**config.mk**
```make
export PLATFORM = sky130hd
export DESIGN_NAME = mult_div_unit_flat
export DESIGN_NICKNAME = d
export VERILOG_FILES = /design/src/rtl/mult_div_unit_if.sv /design/src/rtl/mult_div_unit.sv /design/src/flat_wrapper.sv
export SDC_FILE = /design/constraint.sdc
export NUM_CORES = 1
export LEC_CHECK = 0
export BUFFER_PORTS_ARGS = -buffer_cell sky130_fd_sc_hd__buf_2
export CORE_UTILIZATION = 55
export CTS_CLUSTER_DIAMETER = 120
export CTS_CLUSTER_SIZE = 16
export DETAILED_ROUTE_END_ITERATION = 10
export PLACE_DENSITY = 0.73
export SKIP_LAST_GASP = 1
export SLEW_MARGIN = 20
export SYNTH_ARGS = -nofsm -noshare
export SYNTH_HDL_FRONTEND = slang
export SYNTH_SLANG_ARGS = --single-unit
export TNS_END_PERCENT = 5
```
**constraint.sdc**
```tcl
create_clock -name clk -period 6.6 [get_ports clk]
set_clock_uncertainty 0.15 [all_clocks]
set_input_delay 1.32 -clock clk [delete_from_list [all_inputs] [get_ports clk]]
set_output_delay 1.32 -clock clk [all_outputs]
set_load 0.02 [all_outputs]
```
**src/rtl/mult_div_unit_if.sv**
```systemverilog
// Multiply/divide request and result bundle.
// master: control unit side; slave: the engine.
interface mult_div_unit_if #(
    parameter int WIDTH = 32
);
    logic             start;
    logic [1:0]       op;
    logic [WIDTH-1:0] a;
    logic [WIDTH-1:0] b;
    logic             busy;
    logic             done;
    logic [WIDTH-1:0] hi_data;
    logic [WIDTH-1:0] lo_data;
    logic             hi_en;
    logic             lo_en;

    modport master (
        output start, op, a, b,
        input  busy, done, hi_data, lo_data, hi_en, lo_en
    );

    modport slave (
        input  start, op, a, b,
        output busy, done, hi_data, lo_data, hi_en, lo_en
    );
endinterface

```
**src/rtl/mult_div_unit.sv**
```systemverilog
// Iterative radix-2 multiply / restoring divide for MULT, MULTU, DIV, DIVU.
// Results go to the High/Low register pair via hi/lo data and enables.
module mult_div_unit #(
    parameter int WIDTH = 32
) (
    input logic            clk,
    input logic            rst,
    mult_div_unit_if.slave bus
);
    localparam int CW = $clog2(WIDTH);

    typedef enum logic [1:0] {
        S_IDLE,
        S_CALC,
        S_FIX,
        S_DONE
    } state_t;

    state_t             r_state;
    logic [1:0]         r_op;
    logic               r_sa;
    logic               r_sb;
    logic               r_bz;
    logic [WIDTH-1:0]   r_ma;
    logic [WIDTH-1:0]   r_mb;
    logic [2*WIDTH-1:0] r_acc;
    logic [CW-1:0]      r_cnt;
    logic               r_busy;
    logic               r_done;
    logic [WIDTH-1:0]   r_hi;
    logic [WIDTH-1:0]   r_lo;

    logic               w_sgn;
    logic [WIDTH-1:0]   w_abs_a;
    logic [WIDTH-1:0]   w_abs_b;
    logic [WIDTH:0]     w_madd;
    logic [2*WIDTH-1:0] w_mul_nxt;
    logic [WIDTH:0]     w_rsh;
    logic [WIDTH+1:0]   w_diff;
    logic               w_ge;
    logic [2*WIDTH-1:0] w_div_nxt;
    logic [2*WIDTH-1:0] w_prod;
    logic [WIDTH-1:0]   w_quo;
    logic [WIDTH-1:0]   w_rem;
    logic [WIDTH-1:0]   w_fix_hi;
    logic [WIDTH-1:0]   w_fix_lo;

    always_comb begin
        w_sgn   = ~bus.op[0];
        w_abs_a = (w_sgn && bus.a[WIDTH-1]) ? -bus.a : bus.a;
        w_abs_b = (w_sgn && bus.b[WIDTH-1]) ? -bus.b : bus.b;

        // Multiply: r_mb is the shifting multiplier, r_ma the multiplicand.
        w_madd    = {1'b0, r_acc[2*WIDTH-1:WIDTH]}
                  + (r_mb[0] ? {1'b0, r_ma} : '0);
        w_mul_nxt = {w_madd, r_acc[WIDTH-1:1]};

        // Divide: dividend bits stream in from the MSB of r_mb.
        w_rsh     = {r_acc[2*WIDTH-1:WIDTH], r_mb[WIDTH-1]};
        w_diff    = {1'b0, w_rsh} - {2'b00, r_ma};
        w_ge      = ~w_diff[WIDTH+1];
        w_div_nxt = {w_ge ? w_diff[WIDTH-1:0] : w_rsh[WIDTH-1:0],
                     r_acc[WIDTH-2:0], w_ge};

        w_prod = (r_sa ^ r_sb) ? -r_acc : r_acc;
        w_quo  = r_acc[WIDTH-1:0];
        w_rem  = r_acc[2*WIDTH-1:WIDTH];

        // A zero divisor leaves |a| as remainder; re-signing restores raw a.
        if (r_op[1]) begin
            w_fix_hi = r_sa ? -w_rem : w_rem;
            w_fix_lo = r_bz ? '1 : ((r_sa ^ r_sb) ? -w_quo : w_quo);
        end else begin
            w_fix_hi = w_prod[2*WIDTH-1:WIDTH];
            w_fix_lo = w_prod[WIDTH-1:0];
        end
    end

    always_ff @(posedge clk or posedge rst) begin
        if (rst) begin
            r_state <= S_IDLE;
            r_op    <= '0;
            r_sa    <= 1'b0;
            r_sb    <= 1'b0;
            r_bz    <= 1'b0;
            r_ma    <= '0;
            r_mb    <= '0;
            r_acc   <= '0;
            r_cnt   <= '0;
            r_busy  <= 1'b0;
            r_done  <= 1'b0;
            r_hi    <= '0;
            r_lo    <= '0;
        end else begin
            r_done <= 1'b0;
            unique case (r_state)
                S_IDLE: begin
                    if (bus.start) begin
                        r_op    <= bus.op;
                        r_sa    <= w_sgn & bus.a[WIDTH-1];
                        r_sb    <= w_sgn & bus.b[WIDTH-1];
                        r_bz    <= (bus.b == '0);
                        r_ma    <= bus.op[1] ? w_abs_b : w_abs_a;
                        r_mb    <= bus.op[1] ? w_abs_a : w_abs_b;
                        r_acc   <= '0;
                        r_cnt   <= '0;
                        r_busy  <= 1'b1;
                        r_state <= S_CALC;
                    end
                end
                S_CALC: begin
                    r_acc <= r_op[1] ? w_div_nxt : w_mul_nxt;
                    r_mb  <= r_op[1] ? (r_mb << 1) : (r_mb >> 1);
                    r_cnt <= r_cnt + CW'(1);
                    if (r_cnt == CW'(WIDTH - 1))
                        r_state <= S_FIX;
                end
                S_FIX: begin
                    r_hi    <= w_fix_hi;
                    r_lo    <= w_fix_lo;
                    r_done  <= 1'b1;
                    r_state <= S_DONE;
                end
                S_DONE: begin
                    r_busy  <= 1'b0;
                    r_state <= S_IDLE;
                end
                default: r_state <= S_IDLE;
            endcase
        end
    end

    assign bus.busy    = r_busy;
    assign bus.done    = r_done;
    assign bus.hi_en   = r_done;
    assign bus.lo_en   = r_done;
    assign bus.hi_data = r_hi;
    assign bus.lo_data = r_lo;
endmodule

```
**src/flat_wrapper.sv**
```systemverilog
// flat-port wrapper written by rule: the top's interface ports become plain ports
module mult_div_unit_flat 
#(
    parameter int WIDTH = 32
)
  (clk, rst, bus_start, bus_op, bus_a, bus_b, bus_busy, bus_done, bus_hi_data, bus_lo_data, bus_hi_en, bus_lo_en);
  mult_div_unit_if #(.WIDTH(WIDTH)) bus_i ();
  input logic clk;
  input logic rst;
  input wire logic [$bits(bus_i.start)-1:0] bus_start;
  input wire logic [$bits(bus_i.op)-1:0] bus_op;
  input wire logic [$bits(bus_i.a)-1:0] bus_a;
  input wire logic [$bits(bus_i.b)-1:0] bus_b;
  output wire logic [$bits(bus_i.busy)-1:0] bus_busy;
  output wire logic [$bits(bus_i.done)-1:0] bus_done;
  output wire logic [$bits(bus_i.hi_data)-1:0] bus_hi_data;
  output wire logic [$bits(bus_i.lo_data)-1:0] bus_lo_data;
  output wire logic [$bits(bus_i.hi_en)-1:0] bus_hi_en;
  output wire logic [$bits(bus_i.lo_en)-1:0] bus_lo_en;
  assign bus_i.start = bus_start;
  assign bus_i.op = bus_op;
  assign bus_i.a = bus_a;
  assign bus_i.b = bus_b;
  assign bus_busy = bus_i.busy;
  assign bus_done = bus_i.done;
  assign bus_hi_data = bus_i.hi_data;
  assign bus_lo_data = bus_i.lo_data;
  assign bus_hi_en = bus_i.hi_en;
  assign bus_lo_en = bus_i.lo_en;
  mult_div_unit #(.WIDTH(WIDTH)) u_core (.clk(clk), .rst(rst), .bus(bus_i));
endmodule
```
==> results.toml, run 1 <==
[cts]
root_buffer = "clkbuf_16"
htreeDepth = 1
post_cts_buffers = 0
cts.sinks = 205
cts_made_buffers = 16
hold_buffers = 0
cts_tree = "built"
insertion_delay_ps = 500
cts_resized = 0
path_clk_slew_ps = 80
max-clock-path-buffers = 3

[route]
firstDrtPassIters = 5
vias = 14300
drt-total-wl_um = 43500
drc_errors = 0
wl_per_cell_um = 18.7
via_per_inst = 6.13
drtAntennaViolNets = 0
drtIter0Drc = 1268

[critical_path]
rr_worst_depth = 13
crit_required_ps = 6830
r2r_start = "u_core.r_mb[0]"
timing.setup.critical_path_class = "flop to flop"
arrival_ps = 4690
r2r_end = "u_core.r_acc[56]"
critPathLaunchType = "flop"
crit_fanout = 34
endpoint_kind = "flop"
r2r_setup_slack_ps = 2140

[synthesis]
ys_top_cells_by_area = "dfrtp_1 33%, a21oi_1 7.7%, ha_1 6.0%, xnor2_1 5.8%, nor2_1 5.2%"
syn_area_per_cell_sq_um = 8.21
synth_top_cell_by_area = "dfrtp_1"
syn_nets = 2036
synth_edf_count = 0
synth_top_area_share_pct = 33.1
synth_warnings = 0
synth_cell_types = 70
synthFlopType = "dfrtp_1"
ys_seq_area_share_pct = 33.1
ys_ff_latch = 205
async_flop_share_pct = 100
synth.cell_area_sq_um = 15500
synthCells = 1891

[floorplanning]
num_io_pins = 137
rows = 61
die-area_sq_um = 28900
die-width_um = 170
core_sq_um = 27800
die_h_um = 170
initial_utilization_pct = 55.9

[layout]
final_cells = 2334
drive_gt1_share_pct = 11.5
final_cell_mix = "240 x a21oi_1, 215 x nor2_1, 204 x dfrtp_1"
finish.instance_area_sq_um = 16900
antenna_cells = 0
nets = 2100
final_common_cell = "a21oi_1"
fill_cells = 2549
synthToLayoutAreaGrowth_pct = 8.74

[status]
status = "completed"

[worst_hold_path]
min_path_type = "flop to flop"
min_to = "u_core.bus.hi_data[1]"
hold_depth = 1
min_from = "u_core.bus.hi_data[1]"

[pwr]
ir_worst_vdd_uv = 298
p_per_area_nw_per_um2 = 494
p_leak_uw = 0.00757

[timing]
fin_crit_sh_pct = 67.6
finalMaxSlewViolations = 0
finalHoldViolCount = 0
period_needed_ps = 4460
slew_headroom_pct = 27.6
tightest_slew_ps = 1080
grt_setup_unrepaired = "no"
clock.fmax_mhz = 224
setup_viol = 0
fin_tns_setup_ps = 0

[placed_design]
dp_cells = 2315
dp_hpwl_um = 32000
numPortBuffers = 136
gp_congestion = 0.965
placed_area_sq_um = 16400

[grt]
gr-total-overflow = 0
grt_pass1_vias = 13600
grt_max_degree = 113
grt_antenna_before_repair = 0
grt_usage_pct = 30.3
grt_pass1_wl_um = 70400

[run]
maxCapViolCount = 0
==> Yosys cell counts (4+ instances only) <==
cell type,number
o21a_1,10
a22oi_1,18
buf_1,8
o221ai_1,6
a41oi_1,6
o41ai_1,10
dfrtp_1,205
a31oi_1,14
and3_1,10
a22o_1,8
o31ai_1,21
nand3_1,16
a221oi_1,6
clkbuf_1,97
o211ai_1,6
or3_1,13
and2_1,38
nor3_1,44
a211oi_1,20
ha_1,74
nor2_1,216
a21o_1,31
a21oi_1,240
nor2b_1,17
mux2i_1,61
nand2b_1,21
o22ai_1,8
inv_1,58
or4_1,8
o21bai_1,8
or3_4,4
nand2_1,145
xor2_1,71
mux2_2,31
nand4_1,7
xnor2_1,103
o21ai_0,154
nor4_1,15
and4_1,7
==> stage by stage <==
step / total power (uW) / setup slack (ps) / utilization [%] / hold slack, ps
final: 8340 / 2140 / 60.7 / 353
after global routing: 9010 / 1730 / 60.7 / 367
after CTS: 8310 / 2230 / 60.7 / 357
after detailed placement: 7390 / 2040 / 59.2 / 341
after global placement: 7300 / 2100 / 59.2 / 334
after floorplan: 6000 / 2320 / - / 299
==> kinds of logic (layout without fill, tap and decap cells) <==
group	count (synthesis)	in the layout	share of synthesized area (%)
muxes	92	92	6.18
AOI/OAI and AO/OA	604	604	23.4
xor gates and xnor gates	174	174	9.82
DFF	205	205	33.1
buffers and inverters	168	233	4.11
adders and majority gates	76	76	6.22
and+or+nand+nor	572	572	17.2
==> metal layers <==
metal	global-route usage (%)	part of all wire, %
met3	2.63	5.7
met4	12.7	4.0
met5	0	0
met1	40.5	44
met2	50.3	46
==> worst max-delay path, cell delays in order, from the launching register on <==
cell and delay [ps]:
dfrtp_1 990, nand2_1 230, inv_1 110, ha_1 250
a211oi_1 410, o21ai_0 210, a21oi_1 300, a31oi_1 170
o21ai_0 370, a21oi_1 240, a31oi_1 310, o211a_1 220
xnor2_1 70, a221o_1 320
==> final cells by class <==
cell class                 instances  area (sq um)  area share, %
clock buffer                      17           404           2.39
clock inverter                     2          21.3          0.126
inverter                          61           233           1.38
multi-input combinational       1518          9790           58.0
sequential                       205          5130           30.4
tap                              378           473           2.80
timing repair buffer             153           821           4.86
==> report_power, final <==
part,total (uW),internal (uW),switching [uW],leakage [uW]
combinational,5110,1980,3140,0.00478
clock,899,440,459,0.000209
sequential,2330,1750,575,0.00258
==> registers in the layout, indices dropped and copies added, names as in the netlist <==
| name | count |
|---|---|
| u_core.bus.busy | 1 |
| u_core.r_op | 1 |
| u_core.bus.hi_data | 32 |
| u_core.bus.lo_data | 32 |
| u_core.r_cnt | 5 |
| u_core.r_sa | 1 |
| u_core.r_sb | 1 |
| u_core.r_acc | 64 |
| u_core.r_bz | 1 |
| u_core.r_state | 2 |
| u_core.r_ma | 32 |
| u_core.bus.done | 1 |
| u_core.r_mb | 32 |
==> worst max-delay path by stage <==
stage                   startpoint               end  slack (ps)  cells after the start
finish              u_core.r_mb[0]  u_core.r_acc[56]        2140                     13
detailed placement        bus_b[4]   u_core.r_mb[30]        2040                     10
global placement          bus_b[4]   u_core.r_mb[30]        2100                     10
CTS                 u_core.r_mb[0]  u_core.r_acc[56]        2230                     13
global route        u_core.r_mb[0]  u_core.r_acc[58]        1730                     13
floorplan                bus_b[16]   u_core.r_mb[30]        2320                      9
No activity file was read; power rests on OpenSTA's default activity.
==> run 2, diff against run 1 <==
==> constraint.sdc (replaced) <==
create_clock -name clk -period 3.79 [get_ports clk]
set_clock_uncertainty 0.15 [all_clocks]
set_input_delay 0.758 -clock clk [delete_from_list [all_inputs] [get_ports clk]]
set_output_delay 0.758 -clock clk [all_outputs]
set_load 0.02 [all_outputs]
==> results.toml, run 2 (synthesized netlist as in run 1, its figures left out) <==
[status]
status = "completed"

[pwr]
p_int_uw = 7590
ir_worst_vdd_uv = 401
pwr-share-seq_pct = 25.6
p_leak_uw = 0.00802
p_per_area_nw_per_um2 = 854
switching_share_pct = 49.5
power_frac_clock_pct = 10.5
comb_power_share_pct = 63.9
switchingPower_uw = 7430
p_total_uw = 15000

[timing]
fin_crit_sh_pct = 98.1
finalHoldViolCount = 0
slew_headroom_pct = 28.5
setup_slack_ps = 71.5
clock.fmax_mhz = 269
period_needed_ps = 3720
grt_setup_unrepaired = "yes"
finalMaxSlewViolations = 0
setup_viol = 0
tightest_slew_ps = 1070

[grt]
gr-total-overflow = 0
grt_usage_pct = 32.0
grt_pass1_wl_um = 73700
grt_antenna_before_repair = 0
grt_pass1_vias = 14000
grt_max_degree = 86

[worst_hold_path]
min_path_type = "input port to async pin"

[layout]
regMostFlops = "u_core.r_acc"
synthToLayoutAreaGrowth_pct = 13.4
fill_cells = 2506
seqCellArea_sq_um = 5130
final_common_cell = "a21oi_1"
finish.instance_area_sq_um = 17600
multi_input_area_sq_um = 9790
final_cell_mix = "239 x a21oi_1, 216 x nor2_1, 203 x dfrtp_1"
final_cells = 2423
drive_gt1_share_pct = 15.5
antenna_cells = 0
nets = 2189
largest_reg_flops = 64

[critical_path]
timing.setup.critical_path_class = "flop to flop"
crit_fanout = 18
critPathLaunchType = "flop"
endpoint_kind = "flop"
cpMaxStageDelayCell = "o21ai_0"
crit_chain = "inv_1, ha_1, buf_4, o211ai_1, a21oi_1, o221a_2, a211o_1, nand3_1, o21ai_0, a41oi_2, buf_4, and2_1, a311oi_1, o21ai_0"
critical_path_buf_inv_count = 3
cp_top_family = "compound AO/OA/AOI/OAI gates"
arrival_ps = 3950
crit_required_ps = 4020
slowest_delay_ps = 400

[run]
maxCapViolCount = 0

[cts]
max-clock-path-buffers = 3
htreeDepth = 1
hold_buffers = 0
cts.sinks = 205
insertion_delay_ps = 510
path_clk_slew_ps = 80
cts_tree = "built"
cts_resized = 0
cts_made_buffers = 16
post_cts_buffers = 0
root_buffer = "clkbuf_16"

[placed_design]
numPortBuffers = 136
post-place-ws_ps = -185
placed_area_sq_um = 17200
gp_congestion = 0.960
dp_cells = 2404
dp_hpwl_um = 34700

[route]
wl_per_cell_um = 18.9
vias = 14700
drt-total-wl_um = 45900
via_per_inst = 6.05
firstDrtPassIters = 5
drc_errors = 0
drtAntennaViolNets = 0
drtIter0Drc = 1137

[floorplanning]
rows = 61
initial_utilization_pct = 55.9
core_sq_um = 27800
die-width_um = 170
die-area_sq_um = 28900
num_io_pins = 137
die_h_um = 170
run 2: cell types whose count changed in the layout (fill, tap and decap cells not counted), sizes merged:
cell / previous run / this run
buf: 153 / 242
run 2: power groups by stage:
| stage | sequential (uW) | combinational [uW] | clock, uW |
|---|---|---|---|
| after global routing | 3930 | 10600 | 1670 |
| after floorplan | 4030 | 6430 | 0 |
| after global placement | 3830 | 9330 | 0 |
| after CTS | 3820 | 9520 | 1620 |
| final | 3840 | 9600 | 1580 |
| after detailed placement | 3860 | 9460 | 0 |
run 2: area by class of cell:
type	instances	area share (%)
multi-input combinational	1518	55.6
tap	378	2.69
sequential	205	29.2
clock buffer	17	2.30
inverter	61	1.32
timing repair buffer	242	8.75
clock inverter	2	0.121
run 2: layer usage:
layer | GRT usage [%] | share of wire [%] | up-vias
met5 | 0 | 0 | -
li1 | - | - | 7052
met3 | 2.98 | 5.5 | 97
met1 | 42.8 | 44 | 6968
met2 | 53.4 | 46 | 537
met4 | 12.4 | 3.9 | 0
run 2: stage by stage:
step                      hold slack, ps  setup TNS [ps]  util [%]
final                                276               0      63.3
after global routing                 320            -133      63.3
after CTS                            282               0      63.3
after detailed placement             342            -311      61.8
after global placement               335            -210      61.8
after floorplan                      299               0         -
run 2: final timing paths:
kind / depth (start not counted) / endpoint / startpoint / slack, ps
hold / removal: 2 / u_core.r_mb[19] / rst / 280
min in group clk: 2 / u_core.r_ma[8] / u_core.r_ma[8] / 350
max in group asynchronous: 3 / u_core.r_acc[14] / rst / 2300
setup reg to reg: 14 / u_core.r_acc[63] / u_core.r_ma[4] / 70
hold reg to reg: 2 / u_core.r_ma[8] / u_core.r_ma[8] / 350
setup / recovery: 14 / u_core.r_acc[63] / u_core.r_ma[4] / 70
==> run 3, diff against run 2 <==
--- a/config.mk
+++ b/config.mk
@@ -7,6 +7,7 @@
 export LEC_CHECK = 0
 export BUFFER_PORTS_ARGS = -buffer_cell sky130_fd_sc_hd__buf_2
 export CORE_UTILIZATION = 55
+export CTS_BUF_LIST = sky130_fd_sc_hd__clkbuf_8 sky130_fd_sc_hd__clkbuf_16
 export CTS_CLUSTER_DIAMETER = 120
 export CTS_CLUSTER_SIZE = 16
 export DETAILED_ROUTE_END_ITERATION = 10
==> results.toml, run 3 (synthesized netlist as in run 1, its figures left out) <==
[status]
status = "completed"

[layout]
largest_reg_flops = 64
synthToLayoutAreaGrowth_pct = 13.4
final_cell_mix = "239 x a21oi_1, 216 x nor2_1, 203 x dfrtp_1"
antenna_cells = 0
multi_input_area_sq_um = 9790
fill_cells = 2506
seqCellArea_sq_um = 5130
regMostFlops = "u_core.r_acc"
final_cells = 2423
nets = 2189
final_common_cell = "a21oi_1"
drive_gt1_share_pct = 15.5

[placed_design]
dp_cells = 2404
dp_hpwl_um = 34700
post-place-ws_ps = -185
numPortBuffers = 136
gp_congestion = 0.960

[timing]
setup_slack_ps = 98.4
fin_crit_sh_pct = 97.4
finalMaxSlewViolations = 0
tightest_slew_ps = 1040
finalHoldViolCount = 0
period_needed_ps = 3690
slew_headroom_pct = 30.5
setup_viol = 0
grt_setup_unrepaired = "yes"
clock.fmax_mhz = 271

[floorplanning]
num_io_pins = 137
die-width_um = 170
rows = 61
core_sq_um = 27800
die_h_um = 170
die-area_sq_um = 28900
initial_utilization_pct = 55.9

[pwr]
power_frac_clock_pct = 10.5
ir_worst_vdd_uv = 401
p_total_uw = 15000
switchingPower_uw = 7440
switching_share_pct = 49.5
comb_power_share_pct = 63.9
p_leak_uw = 0.00802
p_per_area_nw_per_um2 = 854
pwr-share-seq_pct = 25.5
p_int_uw = 7580

[critical_path]
cpMaxStageDelayCell = "o21ai_0"
critPathLaunchType = "flop"
rr_worst_depth = 14
arrival_ps = 3920
crit_chain = "inv_1, ha_1, buf_4, o211ai_1, a21oi_1, o221a_2, a211o_1, nand3_1, o21ai_0, a41oi_2, buf_4, and2_1, a311oi_1, o21ai_0"
slowest_delay_ps = 400
endpoint_kind = "flop"
crit_required_ps = 4020
r2r_start = "u_core.r_ma[4]"
timing.setup.critical_path_class = "flop to flop"
r2r_end = "u_core.r_acc[63]"
r2r_setup_slack_ps = 100
crit_fanout = 18

[run]
maxCapViolCount = 0

[route]
via_per_inst = 6.08
drtIter0Drc = 1241
wl_per_cell_um = 19.0
drc_errors = 0
drtAntennaViolNets = 0
drt-total-wl_um = 46000
firstDrtPassIters = 6
vias = 14700

[worst_hold_path]
min_path_type = "input port to async pin"

[cts]
root_buffer = "clkbuf_16"
insertion_delay_ps = 510
cts.sinks = 205
htreeDepth = 1
cts_tree = "built"
path_clk_slew_ps = 80
max-clock-path-buffers = 3
post_cts_buffers = 0
cts_made_buffers = 16

[grt]
gr-total-overflow = 0
grt_usage_pct = 32.0
grt_pass1_wl_um = 73700
grt_pass1_vias = 14000
grt_antenna_before_repair = 0
grt_max_degree = 86
## run 3: cell types whose count changed in the layout (fill, tap and decap cells not counted), sizes merged
cell    before  now
clkbuf      17   16
inv         57   58
## run 3: routing by layer
layer	vias up	GRT usage [%]	part of all wire, %
met2	537	53.4	46
met4	0	12.4	4.0
met3	102	2.98	5.4
li1	7056	-	-
met5	-	0	0
met1	7029	42.8	44
## run 3: power groups by stage
stage               clock (uW)  sequential [uW]  combinational, uW
floorplan                    0             4030               6430
global placement             0             3830               9330
detailed placement           0             3860               9460
CTS                       1610             3820               9520
global route              1670             3930              10600
finish                    1580             3840               9600
## run 3: timing repair
action | 4_1_cts | 5_1_grt
endpoints found under the setup margin | 0 | 17
hold endpoints to repair | 0 | 0
gates resized for setup | 0 | 5
hold buffers | 0 | 0
## run 3: cell type report
cell class | count | area share [%]
sequential | 205 | 29.2
tap | 378 | 2.69
clock buffer | 16 | 2.28
clock inverter | 3 | 0.142
inverter | 61 | 1.32
multi-input combinational | 1518 | 55.6
timing repair buffer | 242 | 8.75
## run 3: per-stage QoR
step / utilization, % / setup TNS [ps] / hold slack (ps) / cell area, sq um
final: 63.3 / 0 / 274 / 17600
after global routing: 63.3 / -133 / 320 / 17600
after CTS: 63.3 / 0 / 282 / 17600
after detailed placement: 61.8 / -311 / 342 / 17200
after global placement: 61.8 / -210 / 335 / 17200
after floorplan: - / 0 / 299 / 15500
## run 3: critical path, delay by kind of cell, from the launching register on
| family | cells | cell delay [ps] |
|---|---|---|
| buffers and inverters | 3 | 460 |
| and+or+nand+nor | 2 | 390 |
| AOI/OAI and AO/OA | 8 | 1880 |
| DFF | 1 | 390 |
| adders and majority gates | 1 | 290 |
## run 3: worst max path at each step
stage | from | endpoint | slack [ps] | depth (start not counted)
after floorplan | bus_b[16] | u_core.r_mb[30] | 70 | 9
after global placement | bus_b[16] | u_core.r_mb[30] | -130 | 10
after detailed placement | bus_b[16] | u_core.r_mb[30] | -190 | 10
after CTS | u_core.r_mb[0] | u_core.r_acc[62] | 140 | 13
after global routing | u_core.r_mb[0] | u_core.r_acc[57] | -30 | 13
final | u_core.r_ma[4] | u_core.r_acc[63] | 100 | 14
